`config.mk`:
```
export PLATFORM = sky130hd
export DESIGN_NAME = mem_stage_lsu
export DESIGN_NICKNAME = d
export VERILOG_FILES = /design/src/rtl/mem_stage_lsu_pkg.sv /design/src/rtl/mem_stage_lsu_load_align.sv /design/src/rtl/mem_stage_lsu.sv
export SDC_FILE = /design/constraint.sdc
export NUM_CORES = 1
export LEC_CHECK = 0
export BUFFER_PORTS_ARGS = -buffer_cell sky130_fd_sc_hd__clkbuf_2
export CAP_MARGIN = 25
export CORE_UTILIZATION = 52
export CTS_CLUSTER_SIZE = 30
export DETAILED_ROUTE_END_ITERATION = 12
export HOLD_SLACK_MARGIN = 0.08
export PLACE_DENSITY = 0.86
export SETUP_SLACK_MARGIN = 0.4
export SLEW_MARGIN = 40
export SYNTH_ARGS = -nofsm -noshare
export SYNTH_HDL_FRONTEND = slang
export SYNTH_SLANG_ARGS = --single-unit
export TNS_END_PERCENT = 30
```
`constraint.sdc`:
```
create_clock -name clk -period 2.47 [get_ports clk]
set_input_delay 0.494 -clock clk [delete_from_list [all_inputs] [get_ports clk]]
set_output_delay 0.494 -clock clk [all_outputs]
set_load 0.05 [all_outputs]
```
`src/rtl/mem_stage_lsu_pkg.sv`:
```
// Shared types for the memory-access stage: bus layouts and load-type encodings.
package mem_stage_lsu_pkg;

  localparam int unsigned LSU_XLEN  = 32;
  localparam int unsigned LSU_RF_AW = 5;

  // ld_type encodings; 5..7 behave as LW
  localparam logic [2:0] LD_LW  = 3'd0;
  localparam logic [2:0] LD_LB  = 3'd1;
  localparam logic [2:0] LD_LBU = 3'd2;
  localparam logic [2:0] LD_LH  = 3'd3;
  localparam logic [2:0] LD_LHU = 3'd4;

  typedef struct packed {
    logic [LSU_XLEN-1:0]  pc;
    logic                 load_op;
    logic [2:0]           ld_type;
    logic                 rf_we;
    logic [LSU_RF_AW-1:0] rf_waddr;
    logic [LSU_XLEN-1:0]  alu_result;
  } es_to_ms_t;

  typedef struct packed {
    logic [LSU_XLEN-1:0]  pc;
    logic                 rf_we;
    logic [LSU_RF_AW-1:0] rf_waddr;
    logic [LSU_XLEN-1:0]  rf_wdata;
  } ms_to_ws_t;

endpackage

```
`src/rtl/mem_stage_lsu_load_align.sv`:
```
// Sub-word load extractor: picks byte/half by address and sign/zero extends.
module mem_stage_lsu_load_align
  import mem_stage_lsu_pkg::*;
(
  input  logic [LSU_XLEN-1:0] raw,
  input  logic [1:0]          addr,
  input  logic [2:0]          ld_type,
  output logic [LSU_XLEN-1:0] data
);

  logic [7:0]  byte_sel;
  logic [15:0] half_sel;

  // Lane selection by low address bits
  always_comb begin
    byte_sel = raw[7:0];
    case (addr)
      2'd1:    byte_sel = raw[15:8];
      2'd2:    byte_sel = raw[23:16];
      2'd3:    byte_sel = raw[31:24];
      default: byte_sel = raw[7:0];
    endcase
    half_sel = addr[1] ? raw[31:16] : raw[15:0];
  end

  // Extension by load type
  always_comb begin
    data = raw;
    case (ld_type)
      LD_LB:   data = {{24{byte_sel[7]}}, byte_sel};
      LD_LBU:  data = {24'd0, byte_sel};
      LD_LH:   data = {{16{half_sel[15]}}, half_sel};
      LD_LHU:  data = {16'd0, half_sel};
      default: data = raw;
    endcase
  end

endmodule

```
`src/rtl/mem_stage_lsu.sv`:
```
// Memory-access pipeline stage between execute and write-back.
// Waits for the data-SRAM response, aligns sub-word loads, buffers a response
// that arrives while write-back is stalled and drops responses of flushed loads.
// Optional macro MS_FWD_EN adds the ms_rf_wdata / ms_fwd_ok forwarding ports.
module mem_stage_lsu
  import mem_stage_lsu_pkg::*;
#(
  parameter int unsigned XLEN            = LSU_XLEN,
  parameter int unsigned RF_AW           = LSU_RF_AW,
  parameter int unsigned ES_TO_MS_BUS_WD = 2*XLEN + RF_AW + 5,
  parameter int unsigned MS_TO_WS_BUS_WD = 2*XLEN + RF_AW + 1
) (
  input  logic                       clk,
  input  logic                       reset,
  input  logic                       ws_allowin,
  output logic                       ms_allowin,
  input  logic                       es_to_ms_valid,
  input  logic [ES_TO_MS_BUS_WD-1:0] es_to_ms_bus,
  input  logic                       flush,
  input  logic                       cpu_data_data_ok,
  input  logic [XLEN-1:0]            cpu_data_rdata,
  output logic                       ms_to_ws_valid,
  output logic [MS_TO_WS_BUS_WD-1:0] ms_to_ws_bus,
  output logic                       ms_valid,
  output logic [RF_AW-1:0]           ms_rf_waddr
`ifdef MS_FWD_EN
  ,
  output logic [XLEN-1:0]            ms_rf_wdata,
  output logic                       ms_fwd_ok
`endif
);

  es_to_ms_t       es_in;
  es_to_ms_t       ms_pl;
  ms_to_ws_t       ws_out;
  logic [XLEN-1:0] rbuf;
  logic            rbuf_vld;
  logic [1:0]      drop_cnt;
  logic            data_ok_now;
  logic            ms_ready_go;
  logic            handoff;
  logic            rbuf_set;
  logic            drop_inc;
  logic            drop_dec;
  logic [XLEN-1:0] raw_data;
  logic [XLEN-1:0] load_data;
  logic [XLEN-1:0] rf_wdata;

  assign es_in = es_to_ms_bus;

  // Handshake and response qualification
  always_comb begin
    data_ok_now    = cpu_data_data_ok & (drop_cnt == 2'd0);
    ms_ready_go    = ~ms_pl.load_op | data_ok_now | rbuf_vld;
    ms_allowin     = ~ms_valid | (ms_ready_go & ws_allowin);
    ms_to_ws_valid = ms_valid & ms_ready_go & ~flush;
    handoff        = ms_to_ws_valid & ws_allowin;
    rbuf_set       = ms_valid & ms_pl.load_op & data_ok_now & ~ws_allowin & ~flush;
    drop_inc       = flush & ms_valid & ms_pl.load_op & ~rbuf_vld & ~data_ok_now;
    drop_dec       = cpu_data_data_ok & (drop_cnt != 2'd0);
  end

  // Stage valid bit: new instruction wins over flush when the stage accepts
  always_ff @(posedge clk) begin
    if (reset)           ms_valid <= 1'b0;
    else if (ms_allowin) ms_valid <= es_to_ms_valid;
    else if (flush)      ms_valid <= 1'b0;
  end

  // Instruction payload from execute
  always_ff @(posedge clk) begin
    if (reset)                            ms_pl <= '0;
    else if (ms_allowin && es_to_ms_valid) ms_pl <= es_in;
  end

  // Response buffer for data returned while write-back is stalled
  always_ff @(posedge clk) begin
    if (reset) begin
      rbuf_vld <= 1'b0;
      rbuf     <= '0;
    end else if (flush || handoff) begin
      rbuf_vld <= 1'b0;
    end else if (rbuf_set) begin
      rbuf_vld <= 1'b1;
      rbuf     <= cpu_data_rdata;
    end
  end

  // Count of responses still owed to flushed loads
  always_ff @(posedge clk) begin
    if (reset)                                        drop_cnt <= 2'd0;
    else if (drop_inc && !drop_dec && drop_cnt != 2'd3) drop_cnt <= drop_cnt + 2'd1;
    else if (drop_dec && !drop_inc)                   drop_cnt <= drop_cnt - 2'd1;
  end

  assign raw_data = rbuf_vld ? rbuf : cpu_data_rdata;

  mem_stage_lsu_load_align u_load_align (
    .raw     (raw_data),
    .addr    (ms_pl.alu_result[1:0]),
    .ld_type (ms_pl.ld_type),
    .data    (load_data)
  );

  // Write-back payload assembly
  always_comb begin
    rf_wdata        = ms_pl.load_op ? load_data : ms_pl.alu_result;
    ws_out.pc       = ms_pl.pc;
    ws_out.rf_we    = ms_pl.rf_we;
    ws_out.rf_waddr = ms_pl.rf_waddr;
    ws_out.rf_wdata = rf_wdata;
  end

  assign ms_to_ws_bus = ws_out;
  assign ms_rf_waddr  = ms_pl.rf_waddr;

`ifdef MS_FWD_EN
  assign ms_rf_wdata = rf_wdata;
  assign ms_fwd_ok   = ms_valid & ms_ready_go;
`endif

endmodule
```
**Word-level counts from Yosys, hierarchy flattened**

Index checks and enable logic that the tools add are counted.

- Multiplexer cells: 9
- Reduce and logical (&&, ||, !) cells: 13
- Bitwise logic cells: 24
- Equality and inequality tests: 8
- $add $sub $neg: 2

Operators by type and width:

| operator | count |
|---|---|
| $pmux 32 s4 | 1 |
| $mux 32 | 2 |
| $pmux 8 s3 | 1 |
| $mux 16 | 1 |
| $and 1x1->1 | 14 |
| $not 1->1 | 7 |
| $eq 3x2->1 const B | 2 |
| $reduce_bool 2->1 | 3 |
| $eq 2x2->1 const B | 2 |
| $logic_and 1x1->1 | 4 |
| $mux 2 | 2 |
| $eq 3x1->1 const B | 1 |
| $eq 3x3->1 const B | 1 |
| $or 1x1->1 | 3 |
| $add 2x1->2 const B | 1 |
| $eq 2x1->1 const B | 1 |
| $logic_not 1->1 | 2 |
| $logic_not 2->1 | 1 |
| $mux 1 | 2 |
| $ne 2x2->1 const B | 1 |
| $reduce_and 2->1 | 1 |
| $reduce_or 2->1 | 1 |
| $sub 2x1->2 const B | 1 |
| $logic_or 1x1->1 | 1 |

- Output and inout bits: 78
- Word-level logic and storage cells: 66
- Register bits: 110
- Bits of input ports: 112

**Longest topological paths before layout**

- Depth after elaboration: 10
- Mapped depth: 7
- Mapped depth without buffers: 4

**By module**

From an unflattened synthesis, not the netlist that was laid out.

- Cell total of the unflattened synthesis: 707
- Area total of the unflattened synthesis: 6413.7 um^2

Modules (own cells, without submodules):

| module | cells an instance | area an instance (um^2) | instances | sequential area each (um^2) |
|---|---|---|---|---|
| mem_stage_lsu | 608 | 5530.3 | 1 | 2202.1 |
| mem_stage_lsu_load_align | 99 | 883.3 | 1 | 0.0 |

**Least setup slack after synthesis**

OpenSTA, ideal clock, no wires.

- Path kind: register to output
- From: reg ms_pl[1] (netlist name)
- To: out ms_to_ws_bus[0]
- Cell stages (with the launch flop): 5
- Setup slack: -0.314 ns
- Arrival: 2.290 ns
- Data required time: 1.976 ns
- Path buffers: 2
- Cells stage by stage: dfxtp_1 buf_2 clkbuf_1 o21ai_0 o32ai_1

- Longest elaborated chain between the ends: 4
- Elaborated cells on any way between the ends: 7
- Classes of those cells: 3 x eq/ne; 4 x mux

Ends and longest elaborated chain:

| item | line | text |
|---|---|---|
| from (decl) | mem_stage_lsu.sv:34 | `es_to_ms_t ms_pl;` |
| from (signal assigned) | mem_stage_lsu.sv:73 | `else if (ms_allowin && es_to_ms_valid) ms_pl <= es_in;` |
| $eq 2x2->1 / $eq 2x1->1 (equally long branches) | mem_stage_lsu_load_align.sv:17 | `case (addr)` |
| $pmux 8 s3 | mem_stage_lsu_load_align.sv:17 |  |
| $pmux 32 s4 (*) | mem_stage_lsu_load_align.sv:29 | `case (ld_type)` |
| $mux 32 (*) | mem_stage_lsu.sv:107 | `rf_wdata = ms_pl.load_op ? load_data : ms_pl.alu_result;` |
| to (decl) | mem_stage_lsu.sv:23 | `output logic [MS_TO_WS_BUS_WD-1:0] ms_to_ws_bus,` |

Mark *: on every way between the ends. The rest lies on a longest branch, timed or not.

**Worst setup path after layout**

- From: reg rbuf_vld
- To: out ms_to_ws_bus[17]

- Longest elaborated chain between the ends: 4
- Elaborated cells on any way between the ends: 5
- Classes of those cells: 5 x mux

Ends and longest elaborated chain:

| item | line | text |
|---|---|---|
| from (decl) | mem_stage_lsu.sv:37 | `logic rbuf_vld;` |
| from (signal assigned) | mem_stage_lsu.sv:79 | `rbuf_vld <= 1'b0;` |
| from (signal assigned) | mem_stage_lsu.sv:82 | `rbuf_vld <= 1'b0;` |
| from (signal assigned) | mem_stage_lsu.sv:84 | `rbuf_vld <= 1'b1;` |
| $mux 32 (*) | mem_stage_lsu.sv:96 | `assign raw_data = rbuf_vld ? rbuf : cpu_data_rdata;` |
| $pmux 8 s3 / $mux 16 (equally long branches) | mem_stage_lsu_load_align.sv:17, mem_stage_lsu_load_align.sv:23 |  |
| $pmux 32 s4 (*) | mem_stage_lsu_load_align.sv:29 |  |
| $mux 32 (*) | mem_stage_lsu.sv:107 |  |

Marks and branches as above.

==> metrics.cfg <==
[cells_and_area]
area_delta_synth_final_pct = 32.0
drive_gt1_share_pct = 36.6
n_antenna_cell = 0
nNetsFinal = 978

[setup_path]
slowest_delay_ns = 0.55
start_kind = register
worstPathCellList = mux4_2, and4b_1, a311o_1, buf_12, o22a_4, buf_8
worst-path-buf-inv = 2
crit_family = multiplexers
worst_path_max_delay_cell = mux4_2
crit_type = register to output pin
critical_path_arrival_ns = 2.35
reg2reg_to = ms_to_ws_bus[41]
worstSetupEndpointType = output pin
crit_fanout = 12
r2r_cells = 7
r2r_slack_ns = 0.54
crit_required_ns = 1.98
r2r_start = rbuf_vld

[grt]
grt_antenna_before_repair = 0
grt_pass1_wl_um = 25400
grt_max_degree = 54
overflow = 0
grt_pass1_vias = 5231
track_usage_pct = 27.8

[floorplan]
die-area_mm2 = 0.0119
rows = 38
die_h_um = 109
num_io_pins = 190
start_util_pct = 54.1
core-area_mm2 = 0.0110
die_w_um = 109

[cts]
cts_made_buffers = 9
cts_buffer_depth = 2
path_clk_slew_ns = 0.07
cts_root_buffer = clkbuf_16
cts_sinks = 110
clk_latency_ns = 0.34
htree_levels = 3
postCtsHoldBufs = 0
cts_tree = built

[placed_design]
gp_congestion = 0.875
hpwl_um = 11900
port_buffers = 189

[min_path]
min_from = es_to_ms_bus[56]
whs_endpoint = ms_to_ws_bus[52]
worstHoldPathType = input port to register
min_path_cells = 3

[sta]
slew-limit-headroom_pct = 61.3
hold_slack_ns = 0.370
hold_violations = 0
period_minus_slack_ns = 2.84
worst_pin_slew_ns = 0.576
timing.final.ws_setup_ns = -0.369
rsz0062_at_grt = yes
drv_slew = 0
min_period_over_period_pct = 115
setup_viol = 32
finClkSkew_ns = 0.00834
fmax_ghz = 0.352

[yosys]
syn_area_mm2 = 0.00594
ys_seq_elements = 110
synth_edf_count = 0
yosysSeqAreaShare_pct = 37.1
ys_warn_count = 0
syn-num-nets = 831
synthCells = 719
synth_cell_types = 46
synthArstFlopShare_pct = 0
syn_area_per_cell_um2 = 8.26
synthFlopType = dfxtp_1

[route]
drc_errors = 0
vias_per_cell = 5.52
dr_total_vias = 5565
drt_iter0_drc = 419
drt_first_pass_iters = 5
antenna_left = 0
wl_um = 16500
wl_per_cell_um = 16.3

[status]
violations = setup timing
status = finished, violations left

[power_and_ir_drop]
total_power_mw = 4.82
power_density_mw_per_mm2 = 615
ir_drop_mv = 0.600
p_leak_nw = 3.37

[run]
maxCapViolations = 0

==> registers in the layout, summed over array words and instances (netlist names) <==
register      cells
ms_pl            36
ms_to_ws_bus     33
rbuf             32
ms_rf_waddr       5
drop_cnt          2
ms_valid          1
rbuf_vld          1
==> worst max path at each step <==
stage / startpoint / end / depth (start not counted)
6_report: rbuf_vld / ms_to_ws_bus[17] / 6
5_1_grt: rbuf_vld / ms_to_ws_bus[25] / 6
4_1_cts: rbuf_vld / ms_to_ws_bus[25] / 6
3_5_place_dp: cpu_data_rdata[31] / ms_to_ws_bus[25] / 7
3_3_place_gp: cpu_data_rdata[31] / ms_to_ws_bus[29] / 7
2_1_floorplan: cpu_data_rdata[31] / ms_to_ws_bus[17] / 5
==> cell type report <==
type | instances | area, um2
multi-input cells | 506 | 3470
fillers | 831 | 3140
flip-flops and latches | 110 | 2210
repair buffers | 233 | 1670
clock buffers | 11 | 253
well taps | 140 | 175
clock inverters | 3 | 43.8
inverters | 6 | 25.0
==> Yosys cell counts (all sizes together) (3+ instances only) <==
cell type | number | share of area, %
o21a | 4 | 0.51
a22oi | 8 | 1.0
o21ai | 13 | 1.1
mux4 | 9 | 3.4
a21oi | 46 | 3.9
inv | 6 | 0.38
and2 | 3 | 0.32
nand2 | 219 | 14
nor3b | 4 | 0.51
o22a | 12 | 1.8
mux2i | 91 | 15
dfxtp | 110 | 37
clkbuf | 39 | 2.5
buf | 58 | 7.2
mux2 | 14 | 2.7
nor2 | 30 | 1.9
a31oi | 7 | 0.74
nor3 | 6 | 0.51
a222oi | 4 | 0.67
o31ai | 3 | 0.38
nor2b | 4 | 0.42
==> power breakdown <==
| group | leakage, nW | internal [mW] | total, mW | switching, mW |
|---|---|---|---|---|
| registers | 0.902 | 1.86 | 1.92 | 0.0616 |
| clock network | 0.148 | 0.834 | 1.47 | 0.639 |
| logic | 2.32 | 0.556 | 1.43 | 0.871 |
| total | 3.37 | 3.25 | 4.82 | 1.57 |
==> cell families (layout without fill, tap and decap cells) <==
group | after synthesis | count (layout) | share of synthesized area [%]
simple gates | 279 | 279 | 19.2
mux | 114 | 114 | 21.4
compound gates | 111 | 111 | 12.1
flops | 110 | 110 | 37.1
buf+inv | 103 | 253 | 10.0
xor+xnor | 2 | 2 | 0.295
==> placed cells by master (no fill, tap or decap), types with 5 or more instances in the layout <==
cell type | Yosys | final
a21oi_1 | 46 | 39
a21oi_2 | 0 | 6
a22oi_1 | 8 | 5
a31oi_4 | 0 | 6
buf_12 | 0 | 12
buf_4 | 49 | 34
buf_8 | 0 | 12
clkbuf_16 | 0 | 9
clkbuf_2 | 0 | 156
clkbuf_4 | 0 | 6
clkbuf_8 | 0 | 11
dfxtp_1 | 110 | 105
dfxtp_2 | 0 | 5
inv_1 | 6 | 5
mux2_2 | 14 | 13
mux2i_1 | 91 | 90
mux4_2 | 9 | 9
nand2_1 | 219 | 219
nor2_1 | 30 | 30
nor3_1 | 6 | 5
o21ai_0 | 13 | 7
o22a_4 | 0 | 10
==> timing repair <==
item / 4_1_cts / 5_1_grt
endpoints found under the setup margin: 34 / 34
pin swaps: 5 / 1
gates resized for setup: 58 / 14
buffers inserted: 1 / 0
==> stage by stage <==
step / util (%) / setup WS [ns] / std cells / instance area (um2) / TNS [ns]
after detailed placement: 66.4 / -0.302 / 994 / 7300 / -3.60
after CTS: 71.2 / -0.378 / 1009 / 7820 / -8.79
after global routing: 71.4 / -0.412 / 1009 / 7840 / -10.97
after global placement: 66.4 / -0.273 / 994 / 7300 / -3.23
final: 71.4 / -0.369 / 1009 / 7840 / -8.64
after floorplan: - / 0.0220 / 719 / 6270 / 0
==> per-layer routing <==
layer  routed length, um  global-route usage [%]
met3                1000                    5.62
met5                   0                       0
met1                6690                    34.0
met2                8270                    47.1
met4                 500                    12.1
==> tightest hold or removal path: cells and delay by family <==
kind,cells,cell delay [ns]
buffers and inverters,1,0.08
muxes,1,0.05
and+or+nand+nor,1,0.04
(Power assumes the default switching activity.)
